===== config.mk =====
export PLATFORM = sky130hd
export DESIGN_NAME = instruction_fetch
export DESIGN_NICKNAME = d
export VERILOG_FILES = /design/src/rtl/instruction_fetch.sv
export SDC_FILE = /design/constraint.sdc
export NUM_CORES = 1
export LEC_CHECK = 0
export ABC_AREA = 0
export CAP_MARGIN = 30
export CORE_ASPECT_RATIO = 1.2
export CORE_MARGIN = 8
export CORE_UTILIZATION = 42
export CTS_BUF_LIST = sky130_fd_sc_hd__clkbuf_16
export DETAILED_ROUTE_END_ITERATION = 8
export PLACE_DENSITY = 0.79
export SYNTH_ARGS = -nofsm -noshare
export SYNTH_HDL_FRONTEND = slang
export SYNTH_SLANG_ARGS = --single-unit

===== constraint.sdc =====
create_clock -name clock -period 1.95 [get_ports clock]
set_clock_uncertainty 0.15 [all_clocks]
set_input_delay 0.39 -clock clock [delete_from_list [all_inputs] [get_ports clock]]
set_output_delay 0.39 -clock clock [all_outputs]
set_load 0.005 [all_outputs]

===== src/rtl/instruction_fetch.sv =====
// ============================================================================
//  instruction_fetch
//  Variable-length (one or two word) instruction fetch with memory handshake,
//  redirect, decode hand-off and halt.
//  Revision: 1.0
// ============================================================================
`default_nettype none

module instruction_fetch #(
   parameter logic [15:0] RESET_PC   = 16'h0000,
   parameter logic [2:0]  OPC_I_TYPE = 3'b001,
   parameter logic [2:0]  OPC_M_TYPE = 3'b100
) (
   input  logic        clock,
   input  logic        reset_n,
   output logic        mem_req,
   output logic [15:0] mem_addr,
   input  logic        mem_ready,
   input  logic [15:0] mem_rdata,
   input  logic        redirect,
   input  logic [15:0] redirect_pc,
   input  logic        halt,
   output logic        inst_valid,
   input  logic        inst_ready,
   output logic [15:0] instruction,
   output logic [15:0] imm_word,
   output logic [15:0] inst_pc,
   output logic        halted
);

   typedef enum logic [1:0] {
      FETCH1 = 2'd0,
      FETCH2 = 2'd1,
      HOLD   = 2'd2,
      HALTED = 2'd3
   } state_t;

   state_t      state;
   logic [15:0] pc;
   logic        xfer;
   logic        is_double;

   assign xfer      = mem_req & mem_ready;
   assign is_double = (mem_rdata[2:0] == OPC_I_TYPE) || (mem_rdata[2:0] == OPC_M_TYPE);
   assign mem_addr  = pc;

   always_ff @(posedge clock or negedge reset_n) begin
      if (!reset_n) begin
         state       <= FETCH1;
         pc          <= RESET_PC;
         instruction <= 16'h0000;
         imm_word    <= 16'h0000;
         inst_pc     <= 16'h0000;
         inst_valid  <= 1'b0;
         halted      <= 1'b0;
         mem_req     <= 1'b0;
      end else begin
         case (state)
            FETCH1: begin
               if (redirect) begin
                  pc      <= redirect_pc;
                  mem_req <= 1'b1;
               end else if (xfer) begin
                  instruction <= mem_rdata;
                  inst_pc     <= pc;
                  pc          <= pc + 16'd1;
                  if (is_double) begin
                     state <= FETCH2;
                  end else begin
                     imm_word   <= 16'h0000;
                     state      <= HOLD;
                     mem_req    <= 1'b0;
                     inst_valid <= 1'b1;
                  end
               end else begin
                  // first cycle out of reset lands here with mem_req still low
                  mem_req <= 1'b1;
               end
            end
            FETCH2: begin
               if (redirect) begin
                  pc      <= redirect_pc;
                  state   <= FETCH1;
                  mem_req <= 1'b1;
               end else if (xfer) begin
                  imm_word   <= mem_rdata;
                  pc         <= pc + 16'd1;
                  state      <= HOLD;
                  mem_req    <= 1'b0;
                  inst_valid <= 1'b1;
               end
            end
            HOLD: begin
               if (redirect) begin
                  pc         <= redirect_pc;
                  state      <= FETCH1;
                  mem_req    <= 1'b1;
                  inst_valid <= 1'b0;
               end else if (inst_ready) begin
                  inst_valid <= 1'b0;
                  if (halt) begin
                     state  <= HALTED;
                     halted <= 1'b1;
                  end else begin
                     state   <= FETCH1;
                     mem_req <= 1'b1;
                  end
               end
            end
            HALTED: begin
               mem_req    <= 1'b0;
               inst_valid <= 1'b0;
               halted     <= 1'b1;
            end
         endcase
      end
   end

endmodule

`default_nettype wire


Word-level counts from Yosys, hierarchy flattened
Index checks and enable logic that the tools add are counted.
{"block": "classes", "addsub": 1, "eq_ne": 19, "mux": 40, "n_bitwise": 2, "n_reduce_logical": 14}
{"cell": "16-bit two-way mux", "count": 8}
{"cell": "16-bit case mux with 2 select lines", "count": 2}
{"cell": "1-bit two-way mux", "count": 18}
{"cell": "2-bit != test, second input constant", "count": 9}
{"cell": "16-bit by 1-bit adder with 16-bit output, second input constant", "count": 1}
{"cell": "2-bit two-way mux", "count": 8}
{"cell": "6-bit AND reduction", "count": 2}
{"cell": "3-bit != test, second input constant", "count": 3}
{"cell": "1-bit case mux with 4 select lines", "count": 2}
{"cell": "4-bit AND reduction", "count": 2}
{"cell": "2-bit case mux with 3 select lines", "count": 1}
{"cell": "3-bit AND reduction", "count": 2}
{"cell": "2-bit nonzero test", "count": 3}
{"cell": "5-bit AND reduction", "count": 1}
{"cell": "2-bit equality test, second input constant", "count": 2}
{"cell": "4-bit != test, second input constant", "count": 1}
{"cell": "3-bit by 1-bit equality test with 1-bit output, second input constant", "count": 1}
{"cell": "3-bit equality test, second input constant", "count": 1}
{"cell": "3-bit by 1-bit != test with 1-bit output, second input constant", "count": 1}
{"cell": "3-bit nonzero test", "count": 1}
{"cell": "2-bit by 1-bit equality test with 1-bit output, second input constant", "count": 1}
{"cell": "2-bit logical NOT", "count": 1}
{"cell": "1-bit case mux with 2 select lines", "count": 1}
{"cell": "2-bit OR reduction", "count": 1}
{"cell": "other kinds (3)", "count": 3}
{"block": "totals", "reg_bits": 69, "output_inout_bits": 67, "word_cells": 84}

Depth between registers and ports, before layout
{"block": "logic_depth", "word_depth": 6, "mapped_depth": 9, "depth_no_buf": 7}

Worst setup path before layout
OpenSTA, ideal clock, no wires.
{"block": "synth_path", "path_type": "register to register", "from": "register state[0]", "to": "register pc[13] (netlist: mem_addr[13])", "setup_time_ns": 0.077, "t_arrival_ns": 1.729, "required_time_ns": 1.723, "setup_slack_ns": -0.006, "path_stages_with_launch": 9, "n_path_buf": 1, "cell_sequence": "dfrtp_1 inv_1 ha_1 buf_6 or2_1 or3_4 nor4_2 a21oi_1 o21ai_1"}
{"block": "synth_between", "elab_chain_cells": 4, "elab_cells_between_ends": 9, "cone_classes": "eq/ne (4); mux (1); reduce/logical (4)"}
{"element": "from (decl)", "line": "38", "rtl": "state_t state;"}
{"element": "from (signal assigned)", "line": "49", "rtl": "state <= FETCH1;"}
{"element": "from (signal assigned)", "line": "68", "rtl": "state <= FETCH2;"}
{"element": "from (signal assigned)", "line": "71", "rtl": "state <= HOLD;"}
{"element": "2-bit by 1-bit equality test with 1-bit output or 2-bit logical NOT (tied branches)", "line": "58", "rtl": "case (state)"}
{"element": "2-bit OR reduction (no source line)"}
{"element": "3-bit by 1-bit != test with 1-bit output (no source line) or 2-bit nonzero test (tied branches)"}
{"element": "3-bit AND reduction (no source line)"}
{"element": "to (signal assigned)", "line": "61", "rtl": "pc <= redirect_pc;"}
{"element": "to (signal assigned)", "line": "66", "rtl": "pc <= pc + 16'd1;"}
{"element": "to (signal assigned)", "line": "82", "rtl": "pc <= redirect_pc;"}
{"element": "to (decl)", "line": "39", "rtl": "logic [15:0] pc;"}
Parallel ways exist; a longest one is shown, timed or not.
A chain may end at the register's enable or synchronous reset.

Worst setup path in the final report
{"block": "layout_path", "from": "register pc[2] (netlist: mem_addr[2])", "to": "output port mem_addr[2]"}
{"element": "to (decl)", "line": "17", "rtl": "output logic [15:0] mem_addr,"}
No word-level cell between the ends.

==> results.cfg <==
[synth]
synth_top_area_share_pct = 53.84
netlist_area_sq_um = 3207
syn_avg_cell_area_sq_um = 10.41
post-synth-top-count-cell = dfrtp_1
yosysUniqueCellTypes = 39
synth_commonest_cells = dfrtp_1, nand2_1, mux2_1, o21ai_1, nor2_1
yosysSeqAreaShare_pct = 53.84
synth.area.top_cells = dfrtp_1, mux2_1, nand2_1, o21ai_1, a21oi_1
yosysTopAreaCell = dfrtp_1
syn_nets = 351
synth_seq_cells = 69
syn_inst = 308
synth-edff-count = 0
synth_warnings = 0
synth_ff_type = dfrtp_1
ys_async_sr_fraction_pct = 100.0

[clock_tree]
htreeDepth = 3
cts_tree = built
root_buffer = clkbuf_16
cts_buffer_depth = 2
clk_pin_slew_worst_paths_ns = 0.05
clock_latency_ns = 0.32
cts_sinks = 69
numCtsBuffers = 9

[timing]
holdWs_ns = 0.3371
fin_crit_ns = 1.886
fin_tns_setup_ns = 0
slew_headroom_pct = 66.24
max_freq_mhz = 530.1
grt_setup_unrepaired = true
worst-slew-pin-transition_ns = 0.5063
finalSetupViolCount = 0
finalHoldViolCount = 0
slew_viol_final = 0
period_share_pct = 96.73

[min_path]
min_from = imm_word[1]
whs_path_depth = 2
min_to = imm_word[1]
hp-class = reg2reg

[setup_path]
worst_r2r_startpoint = state[0]
cp-end-kind = output pin
max_stage_delay_ns = 0.59
critPathSlowestCell = clkdlybuf4s50_1
start_kind = flip-flop
crit_path_max_fanout = 7
reg2reg_slack_ns = 0.08
rr_worst_depth = 7
crit_family = buffers and inverters
crit_required_ns = 1.41
r2r_end = mem_addr[0]
critical_path_class = reg2out
cp.arrival_ns = 1.35
path_buf_inv = 1
cp_cell_sequence = clkdlybuf4s50_1

[grt]
grt_pass1_wl_mm = 14.23
antenna_found_initial = 0
grt_max_degree = 39
overflow = 0
grt_use_total_pct = 16.56
grt_pass1_vias = 2990

[layout]
layout-drive-gt1-share_pct = 12.64
antenna_cells = 0
syn_to_final_growth_pct = 49.90
nFillCells = 588
finalNetCount = 474

[floorplanning]
die_h_um = 111.7
die_w_um = 95.77
io_pins = 105
start_util_pct = 42.57
core_area_sq_um = 7532
num_rows = 35
dieArea_sq_um = 10700

[detailed_routing]
routedWlPerCell_um = 16.77
vias = 2802
ant_nets = 0
drt-total-wl_mm = 8.838
firstDrtPassIters = 4
drt_iter0_markers = 97
via_per_inst = 5.317
drc = 0

[job]
cap_violations = 0

[power]
power_density_nw_per_um2 = 1552
ir_drop_v = 0.0008819
p_leak_nw = 2.017

[outcome]
status = complete, no violations

[place]
routabilityCongestion = 0.8496
portBuffers = 104
dp_hpwl_mm = 6.402
## repair_timing
item	CTS	global route
setup endpoints to repair	0	15
setup buffers	0	1
hold buffers	1	0
gates resized for setup	0	7
hold endpoints to repair	37	0
## sequential cells by signal, indices dropped and copies added (netlist names)
name and flops:
halted 1, imm_word 16, inst_pc 16, inst_valid 1
instruction 16, mem_addr 16, mem_req 1, state 2
## kinds of logic after synthesis
kind of cell	synth area share (%)
adders and majority gates	1.951
buffers and inverters	3.394
muxes	12.17
DFF	53.84
xor gates and xnor gates	0.2732
AOI/OAI and AO/OA	15.22
and+or+nand+nor	13.15
## worst reg2reg max path: stages (launching register included)
cell and delay [ns]:
dfrtp_1 0.38, buf_4 0.14, ha_1 0.21, a2bb2oi_1 0.14, nor2_1 0.18, o21ba_2 0.32
o21ai_0 0.14, mux2i_1 0.14
## how the worst max path moves through the flow
stage           startpoint           end  slack [ns]  cells past startpoint
2_1_floorplan     state[0]  mem_addr[13]       0.002                      8
3_3_place_gp      redirect  mem_addr[13]       -0.18                      6
3_5_place_dp      redirect  mem_addr[13]       -0.19                      6
4_1_cts        mem_addr[7]   mem_addr[7]        0.03                      2
5_1_grt           state[0]   mem_addr[0]       -0.03                      7
6_report       mem_addr[2]   mem_addr[2]        0.06                      1
## power breakdown
group	total (W)	internal [W]	switching, W	leakage (nW)
sequential	0.00255	0.00208	0.000467	0.839
clock	0.00140	0.000840	0.000563	0.136
combinational	0.00351	0.00206	0.00145	1.04
## final cells by class
type | count | area (sq um) | area share, %
timing repair buffer | 131 | 1297 | 26.99
clock buffer | 9 | 225.2 | 4.685
multi-input combinational | 215 | 1390 | 28.92
tap | 92 | 115.1 | 2.395
sequential | 69 | 1728 | 35.94
inverter | 5 | 18.77 | 0.3904
clock inverter | 6 | 32.53 | 0.6767
## per-stage QoR
stage               std cells  utilization [%]  setup slack (ns)  power, W  area (sq um)
floorplan                 308                -          0.002350  0.004022          3207
global placement          509            59.78           -0.1786  0.005875          4503
detailed placement        509            59.78           -0.1861  0.006005          4503
CTS                       525            63.34           0.02548  0.007453          4771
global route              527            63.82          -0.03277  0.007963          4807
finish                    527            63.82           0.06371  0.007459          4807
## layout by cell type, fill, tap and decap left out, drive strengths merged, types with 6 or more instances in the layout
cell	n
nand2	45
dfrtp	69
o21ai	33
nand3	9
a2bb2oi	8
buf	26
a21oi	20
inv	6
clkdlybuf4s50	103
clkbuf	10
nor2	21
mux2	32
## layer usage
metal  up-vias  share of wire (%)  track usage (%)
li1       1340                  -                -
met4         0                1.4            6.886
met3        12                8.4            5.047
met5         -                  0                0
met2        98                 49            27.36
met1      1352                 41            19.13
No activity file was read; power rests on OpenSTA's default activity.
